File: src/rtl/adc_spi_rx_multi_if.sv
// Bus bundle between the serial ADC front end and its environment.
// The master side generates cs/sclk and publishes the captured words.
interface adc_spi_rx_multi_if #(
    parameter int unsigned N_CH   = 2,
    parameter int unsigned DATA_W = 12
);
    logic                     EN;
    logic [N_CH-1:0]          dato_ser;
    logic                     cs;
    logic                     sclk;
    logic                     busy;
    logic                     rx_done;
    logic [N_CH*DATA_W-1:0]   data_out;
    logic [N_CH-1:0]          frame_err;

    modport master (
        input  EN, dato_ser,
        output cs, sclk, busy, rx_done, data_out, frame_err
    );

    modport slave (
        output EN, dato_ser,
        input  cs, sclk, busy, rx_done, data_out, frame_err
    );
endinterface

File: src/rtl/adc_spi_rx_multi.sv
// Multi-lane serial ADC receiver: drives cs/sclk at a fixed conversion rate and
// captures N_CH MSB-first frames in parallel, flagging non-zero pad bits.
module adc_spi_rx_multi #(
    parameter int unsigned DATA_W      = 12,
    parameter int unsigned FRAME_W     = 16,
    parameter int unsigned N_CH        = 2,
    parameter int unsigned SCLK_DIV    = 2,
    parameter int unsigned CONV_PERIOD = 80,
    parameter int unsigned CS_HIGH     = 4
) (
    input  logic                clk,
    input  logic                rst,
    adc_spi_rx_multi_if.master  bus
);
    localparam int unsigned DIV_W = $clog2(SCLK_DIV + 1);
    localparam int unsigned BIT_W = $clog2(FRAME_W + 1);
    localparam int unsigned PER_W = $clog2(CONV_PERIOD + 1);
    localparam int unsigned HI_W  = $clog2(CS_HIGH + 2);
    localparam logic [FRAME_W-1:0] PAD_MASK = {FRAME_W{1'b1}} << DATA_W;

    typedef enum logic [1:0] {IDLE, SHIFT, DONE, GAP} state_t;

    state_t                   state_q;
    logic                     cs_q, sclk_q, busy_q, rx_done_q;
    logic [N_CH*DATA_W-1:0]   data_out_q;
    logic [N_CH-1:0]          frame_err_q;
    logic [DIV_W-1:0]         div_cnt_q;
    logic [BIT_W-1:0]         bit_cnt_q;
    logic [PER_W-1:0]         per_cnt_q;
    logic [HI_W-1:0]          hi_cnt_q;
    logic [FRAME_W-1:0]       sr_q [N_CH];

    logic period_end_c;
    logic start_c;

    // A new frame may begin immediately from IDLE, or from GAP at the period boundary.
    always_comb begin
        period_end_c = (per_cnt_q == PER_W'(CONV_PERIOD - 1)) && (hi_cnt_q >= HI_W'(CS_HIGH));
        start_c      = bus.EN && ((state_q == IDLE) || ((state_q == GAP) && period_end_c));
    end

    always_ff @(posedge clk or negedge rst) begin
        if (!rst) begin
            state_q     <= IDLE;
            cs_q        <= 1'b1;
            sclk_q      <= 1'b1;
            busy_q      <= 1'b0;
            rx_done_q   <= 1'b0;
            data_out_q  <= '0;
            frame_err_q <= '0;
            div_cnt_q   <= '0;
            bit_cnt_q   <= '0;
            per_cnt_q   <= '0;
            hi_cnt_q    <= '0;
            for (int k = 0; k < int'(N_CH); k++) sr_q[k] <= '0;
        end else begin
            rx_done_q <= 1'b0;
            if (per_cnt_q != PER_W'(CONV_PERIOD - 1)) per_cnt_q <= per_cnt_q + PER_W'(1);
            if (cs_q && (hi_cnt_q < HI_W'(CS_HIGH))) hi_cnt_q <= hi_cnt_q + HI_W'(1);

            case (state_q)
                IDLE: per_cnt_q <= '0;
                SHIFT: begin
                    if (div_cnt_q == DIV_W'(SCLK_DIV - 1)) begin
                        div_cnt_q <= '0;
                        if (!sclk_q) begin
                            // Rising sclk edge: capture every lane.
                            sclk_q <= 1'b1;
                            for (int k = 0; k < int'(N_CH); k++)
                                sr_q[k] <= (sr_q[k] << 1) | FRAME_W'(bus.dato_ser[k]);
                        end else if (bit_cnt_q == BIT_W'(FRAME_W - 1)) begin
                            state_q  <= DONE;
                            cs_q     <= 1'b1;
                            busy_q   <= 1'b0;
                            hi_cnt_q <= HI_W'(1);
                        end else begin
                            sclk_q    <= 1'b0;
                            bit_cnt_q <= bit_cnt_q + BIT_W'(1);
                        end
                    end else begin
                        div_cnt_q <= div_cnt_q + DIV_W'(1);
                    end
                end
                DONE: begin
                    for (int k = 0; k < int'(N_CH); k++) begin
                        data_out_q[k*DATA_W +: DATA_W] <= sr_q[k][DATA_W-1:0];
                        frame_err_q[k]                 <= |(sr_q[k] & PAD_MASK);
                    end
                    rx_done_q <= 1'b1;
                    state_q   <= GAP;
                end
                GAP: if (period_end_c && !bus.EN) state_q <= IDLE;
                default: state_q <= IDLE;
            endcase

            if (start_c) begin
                state_q   <= SHIFT;
                cs_q      <= 1'b0;
                sclk_q    <= 1'b0;
                busy_q    <= 1'b1;
                div_cnt_q <= '0;
                bit_cnt_q <= '0;
                per_cnt_q <= '0;
            end
        end
    end

    assign bus.cs        = cs_q;
    assign bus.sclk      = sclk_q;
    assign bus.busy      = busy_q;
    assign bus.rx_done   = rx_done_q;
    assign bus.data_out  = data_out_q;
    assign bus.frame_err = frame_err_q;
endmodule

File: src/flat_wrapper.sv
// flat-port wrapper written by rule: the top's interface ports become plain ports
module adc_spi_rx_multi_flat 
#(
    parameter int unsigned DATA_W      = 12,
    parameter int unsigned FRAME_W     = 16,
    parameter int unsigned N_CH        = 2,
    parameter int unsigned SCLK_DIV    = 2,
    parameter int unsigned CONV_PERIOD = 80,
    parameter int unsigned CS_HIGH     = 4
)
  (clk, rst, bus_EN, bus_dato_ser, bus_cs, bus_sclk, bus_busy, bus_rx_done, bus_data_out, bus_frame_err);
  adc_spi_rx_multi_if #(.N_CH(N_CH), .DATA_W(DATA_W)) bus_i ();
  input  logic clk;
  input  logic rst;
  input wire logic [$bits(bus_i.EN)-1:0] bus_EN;
  input wire logic [$bits(bus_i.dato_ser)-1:0] bus_dato_ser;
  output wire logic [$bits(bus_i.cs)-1:0] bus_cs;
  output wire logic [$bits(bus_i.sclk)-1:0] bus_sclk;
  output wire logic [$bits(bus_i.busy)-1:0] bus_busy;
  output wire logic [$bits(bus_i.rx_done)-1:0] bus_rx_done;
  output wire logic [$bits(bus_i.data_out)-1:0] bus_data_out;
  output wire logic [$bits(bus_i.frame_err)-1:0] bus_frame_err;
  assign bus_i.EN = bus_EN;
  assign bus_i.dato_ser = bus_dato_ser;
  assign bus_cs = bus_i.cs;
  assign bus_sclk = bus_i.sclk;
  assign bus_busy = bus_i.busy;
  assign bus_rx_done = bus_i.rx_done;
  assign bus_data_out = bus_i.data_out;
  assign bus_frame_err = bus_i.frame_err;
  adc_spi_rx_multi #(.DATA_W(DATA_W), .FRAME_W(FRAME_W), .N_CH(N_CH), .SCLK_DIV(SCLK_DIV), .CONV_PERIOD(CONV_PERIOD), .CS_HIGH(CS_HIGH)) u_core (.clk(clk), .rst(rst), .bus(bus_i));
endmodule
File: config.mk
export PLATFORM = sky130hd
export DESIGN_NAME = adc_spi_rx_multi_flat
export DESIGN_NICKNAME = d
export VERILOG_FILES = /design/src/rtl/adc_spi_rx_multi_if.sv /design/src/rtl/adc_spi_rx_multi.sv /design/src/flat_wrapper.sv
export SDC_FILE = /design/constraint.sdc
export NUM_CORES = 1
export LEC_CHECK = 0
export ABC_CLOCK_PERIOD_IN_PS = 1700
export BUFFER_PORTS_ARGS = -buffer_cell sky130_fd_sc_hd__buf_2
export CAP_MARGIN = 20
export CORE_MARGIN = 3
export CORE_UTILIZATION = 52
export CTS_CLUSTER_DIAMETER = 120
export CTS_CLUSTER_SIZE = 10
export DETAILED_ROUTE_END_ITERATION = 10
export HOLD_SLACK_MARGIN = 0.06
export PLACE_DENSITY = 0.8
export SLEW_MARGIN = 20
export SYNTH_ARGS = -nofsm -noshare
export SYNTH_HDL_FRONTEND = slang
export SYNTH_SLANG_ARGS = --single-unit
export TNS_END_PERCENT = 100
File: constraint.sdc
create_clock -name clk -period 1.7 [get_ports clk]
set_input_delay 0.17 -clock clk [delete_from_list [all_inputs] [get_ports clk]]
set_output_delay 0.17 -clock clk [all_outputs]
set_load 0.02 [all_outputs]
==> results of run 1 <==
[synthesized netlist by cell type (3+ instances only)]
| cell type | number | area, um^2 |
|---|---|---|
| a211oi_1 | 3 | 22.5 |
| a21oi_1 | 6 | 30.0 |
| buf_2 | 4 | 20.0 |
| buf_4 | 3 | 22.5 |
| dfrtp_1 | 79 | 1980 |
| ha_1 | 8 | 100 |
| inv_1 | 3 | 11.3 |
| mux2_2 | 54 | 608 |
| nand2_1 | 9 | 33.8 |
| nand2b_1 | 3 | 18.8 |
| nor2_1 | 22 | 82.6 |
| nor3_1 | 4 | 20.0 |
| xnor2_1 | 7 | 61.3 |
[state kept, by name (all words and copies together), names as in the netlist, 2 cells and up]
| signal | cells |
|---|---|
| u_core.sr_q | 32 |
| u_core.per_cnt_q | 7 |
| u_core.bus.data_out | 24 |
| u_core.bit_cnt_q | 5 |
| u_core.div_cnt_q | 2 |
| u_core.state_q | 2 |
| u_core.hi_cnt_q | 3 |
| u_core.bus.frame_err | 2 |
[worst paths after layout]
kind / start / to / depth (start not counted)
setup / recovery: u_core.bit_cnt_q[1] / u_core.bit_cnt_q[4] / 7
hold / removal: rst / u_core.bus.data_out[19] / 2
setup reg to reg: u_core.bit_cnt_q[1] / u_core.bit_cnt_q[4] / 7
hold reg to reg: u_core.bus.busy / u_core.bus.busy / 1
max in group asynchronous: rst / u_core.bus.cs / 3
min in group clk: bus_EN / u_core.bus.cs / 5
[layout make-up]
type | instances | area share
inverter | 3 | 0.00266
multi-input combinational | 151 | 0.340
timing repair buffer | 59 | 0.109
clock buffer | 9 | 0.0293
clock inverter | 7 | 0.0180
sequential | 81 | 0.479
tap | 75 | 0.0222
[kinds of logic after synthesis]
logic type / after synthesis
simple gates: 56
xor+xnor: 8
fa+ha+maj: 8
buf+inv: 10
mux: 58
compound gates: 21
flops: 81
[metrics by stage]
step	worst slack, ns	utilization
floorplan	0.0334	-
global placement	0.0583	0.610
detailed placement	-0.00784	0.610
CTS	-0.00263	0.649
global route	-0.0475	0.695
finish	0.0220	0.695
[layer usage]
| metal | share of wire | GRT usage | wire [um] |
|---|---|---|---|
| met4 | 0.016 | 0.0765 | 103 |
| met3 | 0.036 | 0.0561 | 229 |
| met5 | 0 | 0 | 0 |
| met2 | 0.51 | 0.259 | 3240 |
| met1 | 0.44 | 0.212 | 2800 |
[power by group]
part / switching (W) / total (W) / internal, W
Sequential: 0 / 0.00192 / 0.00192
Clock: 0.000724 / 0.00141 / 0.000688
Combinational: 0.0000402 / 0.0000551 / 0.0000149
Total: 0.000764 / 0.00339 / 0.00263
[what timing repair did]
action                                  CTS  global route
endpoints found under the setup margin    3            43
cloned                                    0             3
gates resized for setup                   2            35
endpoints found under the hold margin    33             0
pin swaps                                 0             7
hold buffers                              3             0
setup buffers                             0             8
==> results.toml, run 1 <==
[timing]
hold_ws_ns = 0.299
min_period_ns = 1.68
setup_viol = 0
fin_crit_sh = 0.987
slew_violations = 0
rsz0062_at_grt = "yes"
final_hold_viol_count = 0
max_slew.worst_pin.slew_ns = 0.426
fin_skew_ns = 0.0119
fmax_ghz = 0.596
finalSetupTns_ns = 0
slew_headroom = 0.716

[yosys]
synth-compound-area-share = 0.0445
synth_top_family_by_area = "multiplexers"
synthesis.instances = 242
synth_edf_count = 0
synth_cell_type_count = 39
ys_ff_latch = 81
synth-adder-area-share = 0.0296
synth-main-ff-cell = "dfrtp_1"
syn-cell-area_um2 = 3380
synth_mux_area_frac = 0.193
synth_xor_area_frac = 0.0207
synthSimpleGateAreaFrac = 0.0956
syn_nets = 255
yosys_warnings = 0
ys_seq_area_frac = 0.601
syn-mean-instance-area_um2 = 14.0
async_reset_ff_frac = 1.00

[cts]
cts_made_buffers = 9
clk_latency_ns = 0.35
clk_path_buf_depth = 2
cts_tree = "yes"
clk_pin_slew_ns = 0.09
htreeDepth = 3
root_buffer = "clkbuf_8"
cts_sinks = 81

[detailed_routing]
postRouteAntennaNets = 0
dr_total_vias = 2130
dr.pass1.iters = 4
detail_route.iter0.violations = 92
routedWlPerCell_um = 16.6
drt-vias-per-instance = 5.53
drc_errors = 0
drt-total-wl_mm = 6.37

[hold_path]
hold_path.class = "input port to async pin"

[floorplanning]
rows = 28
die-width_um = 86.6
start_util = 0.554
dieArea_um2 = 7500
placeableCoreArea_um2 = 6100
pin_count = 35
die_h_um = 86.6

[worst_setup_path]
cp.required_ns = 1.96
max_stage_delay_ns = 0.41
critPathKind = "flip-flop to flip-flop"
rrSetupSlack_ns = 0.02
cpMaxStageDelayCell = "dfrtp_1"
crit_path_start_kind = "flip-flop"
crit_chain = "ha_2 > and3_4 > ha_4 > buf_4 > nor2_2 > nor2_1 > a211oi_1"
end_kind = "flip-flop"
crit_arrival_ns = 1.94
cp_top_family = "simple AND/OR/NAND/NOR gates"
crit_buf_inv = 1
critPathMaxFanout = 5

[layout]
multi_input_area_um2 = 1440
drive_gt1_frac = 0.481
regArea_um2 = 2030
instances_no_fill = 385
n_fill_cell = 408
layout_commonest_cell = "dfrtp_1"
syn_to_final_growth_pct = 25.4
stdcell_area_um2 = 4230
final_cell_mix = "dfrtp_1, mux2_2, buf_2, nor2_1"
fin_nets = 318
diodes = 0

[grt]
track_usage = 0.166
grt_max_degree = 36
grt_pass1_wl_mm = 9.63
grt_pass1_vias = 2097
antenna_found_initial = 0
gr-total-overflow = 0

[placement]
placed_area_um2 = 3720
gp_congestion = 0.764
numPortBuffers = 34
place_hpwl_mm = 3.82
dp_cells = 355

[power]
total_power_w = 0.00339
vdd_drop_max_mv = 0.541
total_leakage_power_nw = 2.09
p_per_area_nw_per_um2 = 801

[run]
timing.max_cap.violations = 0

[run_status]
status = "completed"
(Power assumes the default switching activity.)
==> run 2: changes to the inputs <==
--- a/config.mk
+++ b/config.mk
@@ -5,7 +5,7 @@
 export SDC_FILE = /design/constraint.sdc
 export NUM_CORES = 1
 export LEC_CHECK = 0
-export ABC_CLOCK_PERIOD_IN_PS = 1700
+export ABC_CLOCK_PERIOD_IN_PS = 1400
 export BUFFER_PORTS_ARGS = -buffer_cell sky130_fd_sc_hd__buf_2
 export CAP_MARGIN = 20
 export CORE_MARGIN = 3
@@ -14,7 +14,7 @@
 export CTS_CLUSTER_SIZE = 10
 export DETAILED_ROUTE_END_ITERATION = 10
 export HOLD_SLACK_MARGIN = 0.06
-export PLACE_DENSITY = 0.8
+export PLACE_DENSITY = 0.75
 export SLEW_MARGIN = 20
 export SYNTH_ARGS = -nofsm -noshare
 export SYNTH_HDL_FRONTEND = slang
==> constraint.sdc (replaced) <==
create_clock -name clk -period 1.4 [get_ports clk]
set_input_delay 0.14 -clock clk [delete_from_list [all_inputs] [get_ports clk]]
set_output_delay 0.14 -clock clk [all_outputs]
set_load 0.02 [all_outputs]
==> run 2 against run 1 <==
  * The flow now finishes with violations (setup timing)
  * Final area rose by 7.9%
  * Clock skew rose by 0.00078 ns
  * Worst setup slack got worse by 0.24 ns
  * Register-to-register slack got worse by 0.24 ns
  * Hold slack improved by 0.013 ns
  * Global-route usage rose by 3.9 points
  * Sequential power rose by 22%
  * Cell count rose by 6.5%
  * Critical path depth did not move
  * Critical path type unchanged
  * Highest routed layer unchanged
==> results.toml, run 2 (same netlist as run 1, synthesis figures left out) <==
[floorplanning]
die-width_um = 86.6
dieArea_um2 = 7500
die_h_um = 86.6
pin_count = 35
placeableCoreArea_um2 = 6100
rows = 28
start_util = 0.554

[layout]
multi_input_area_um2 = 1560
stdcell_area_um2 = 4570
fin_nets = 343
drive_gt1_frac = 0.570
regArea_um2 = 2030
layout_commonest_cell = "dfrtp_1"
final_cell_mix = "dfrtp_1, mux2_2, buf_2, buf_4"
n_fill_cell = 391
largest_register_ffs = 32
instances_no_fill = 410
max_flop_register = "u_core.sr_q"
syn_to_final_growth_pct = 35.2
diodes = 0

[detailed_routing]
drc_errors = 0
routedWlPerCell_um = 16.5
dr_total_vias = 2177
drt-total-wl_mm = 6.76
postRouteAntennaNets = 0
detail_route.iter0.violations = 77
drt-vias-per-instance = 5.31
dr.pass1.iters = 6

[power]
total_power_w = 0.00415
p_per_area_nw_per_um2 = 910
total_leakage_power_nw = 2.27
vdd_drop_max_mv = 0.681

[worst_setup_path]
cp.required_ns = 1.63
end_kind = "flip-flop"
crit_path_start_kind = "flip-flop"
crit_arrival_ns = 1.85
critPathKind = "flip-flop to flip-flop"
critPathMaxFanout = 8

[timing]
hold_ws_ns = 0.312
setup_viol = 72
slew_headroom = 0.718
slew_violations = 0
setup_ws_ns = -0.223
max_slew.worst_pin.slew_ns = 0.423
fin_crit_sh = 1.16
final_hold_viol_count = 0
fmax_ghz = 0.616
rsz0062_at_grt = "yes"
fin_skew_ns = 0.0127
min_period_ns = 1.62

[placement]
place_hpwl_mm = 3.90
numPortBuffers = 34
gp_congestion = 0.755
dp_cells = 378
placed_area_um2 = 3960
dpl_worst_slack_ns = -0.264

[grt]
grt_pass1_wl_mm = 11.8
grt_max_degree = 82
antenna_found_initial = 0
grt_pass1_vias = 2342
track_usage = 0.205
gr-total-overflow = 0

[cts]
htreeDepth = 3
cts_tree = "yes"
root_buffer = "clkbuf_8"
clk_latency_ns = 0.34
clk_path_buf_depth = 2
cts_made_buffers = 9
clk_pin_slew_ns = 0.08
cts_sinks = 81

[run_status]
status = "complete, but fails checks"
violations = "setup timing"

[hold_path]
hold_path.class = "input port to flip-flop"

[run]
timing.max_cap.violations = 0
## run 2: changes by cell type in the layout (fill, tap and decap cells not counted), sizes merged
cell      before  now
clkbuf        11   12
clkinvlp       2    0
buf           54   81
inv            5    4
## run 2: worst paths after layout
kind / endpoint / startpoint / depth (start not counted) / slack [ns]
worst max-delay path: u_core.sr_q[15] / u_core.state_q[1] / 7 / -0.22
worst min-delay path: u_core.per_cnt_q[3] / bus_EN / 3 / 0.31
worst max register to register: u_core.sr_q[15] / u_core.state_q[1] / 7 / -0.22
worst min register to register: u_core.bus.busy / u_core.bus.busy / 1 / 0.49
max in group asynchronous: u_core.state_q[0] / rst / 3 / 0.69
min in group asynchronous: u_core.bit_cnt_q[3] / rst / 3 / 0.35
## run 2: layout make-up
class	instances	area share
clock inverter	4	0.0107
timing repair buffer	84	0.145
clock buffer	12	0.0340
tap	75	0.0205
inverter	3	0.00247
sequential	81	0.445
multi-input combinational	151	0.342
## run 2: timing repair
action                                  4_1_cts  5_1_grt
hold buffers                                  3        0
endpoints found under the setup margin       74       79
gates cloned                                  3        0
endpoints found under the hold margin        81        0
gates resized for setup                      50       15
pin swaps                                     9       11
setup buffers                                 9        4
## run 2: power by group
part / internal, W / switching, W / total [W]
Combinational: 0.0000165 / 0.0000504 / 0.0000669
Sequential: 0.00234 / 0 / 0.00234
Clock: 0.000924 / 0.000826 / 0.00175
Total: 0.00328 / 0.000876 / 0.00415
## run 2: stage by stage
step,utilization,setup TNS [ns]
2_1_floorplan,-,-7.47
3_3_place_gp,0.650,-8.80
3_5_place_dp,0.650,-11.43
4_1_cts,0.742,-11.23
5_1_grt,0.749,-17.69
6_report,0.749,-11.75
## run 2: worst max-delay path: stages, from the launching register on
cell and delay [ns]:
dfrtp_1 0.40, inv_2 0.08, ha_4 0.14, nand2_4 0.06, nor3_4 0.23, buf_6 0.15, buf_12 0.13, mux2_4 0.31
## run 2: layer usage
metal	track usage	share of wire	wire, um	vias up
met4	0.0793	0.016	110	0
met2	0.331	0.51	3430	33
met5	0	0	0	-
li1	-	-	-	1040
met3	0.0371	0.026	173	10
met1	0.278	0.45	3040	1094
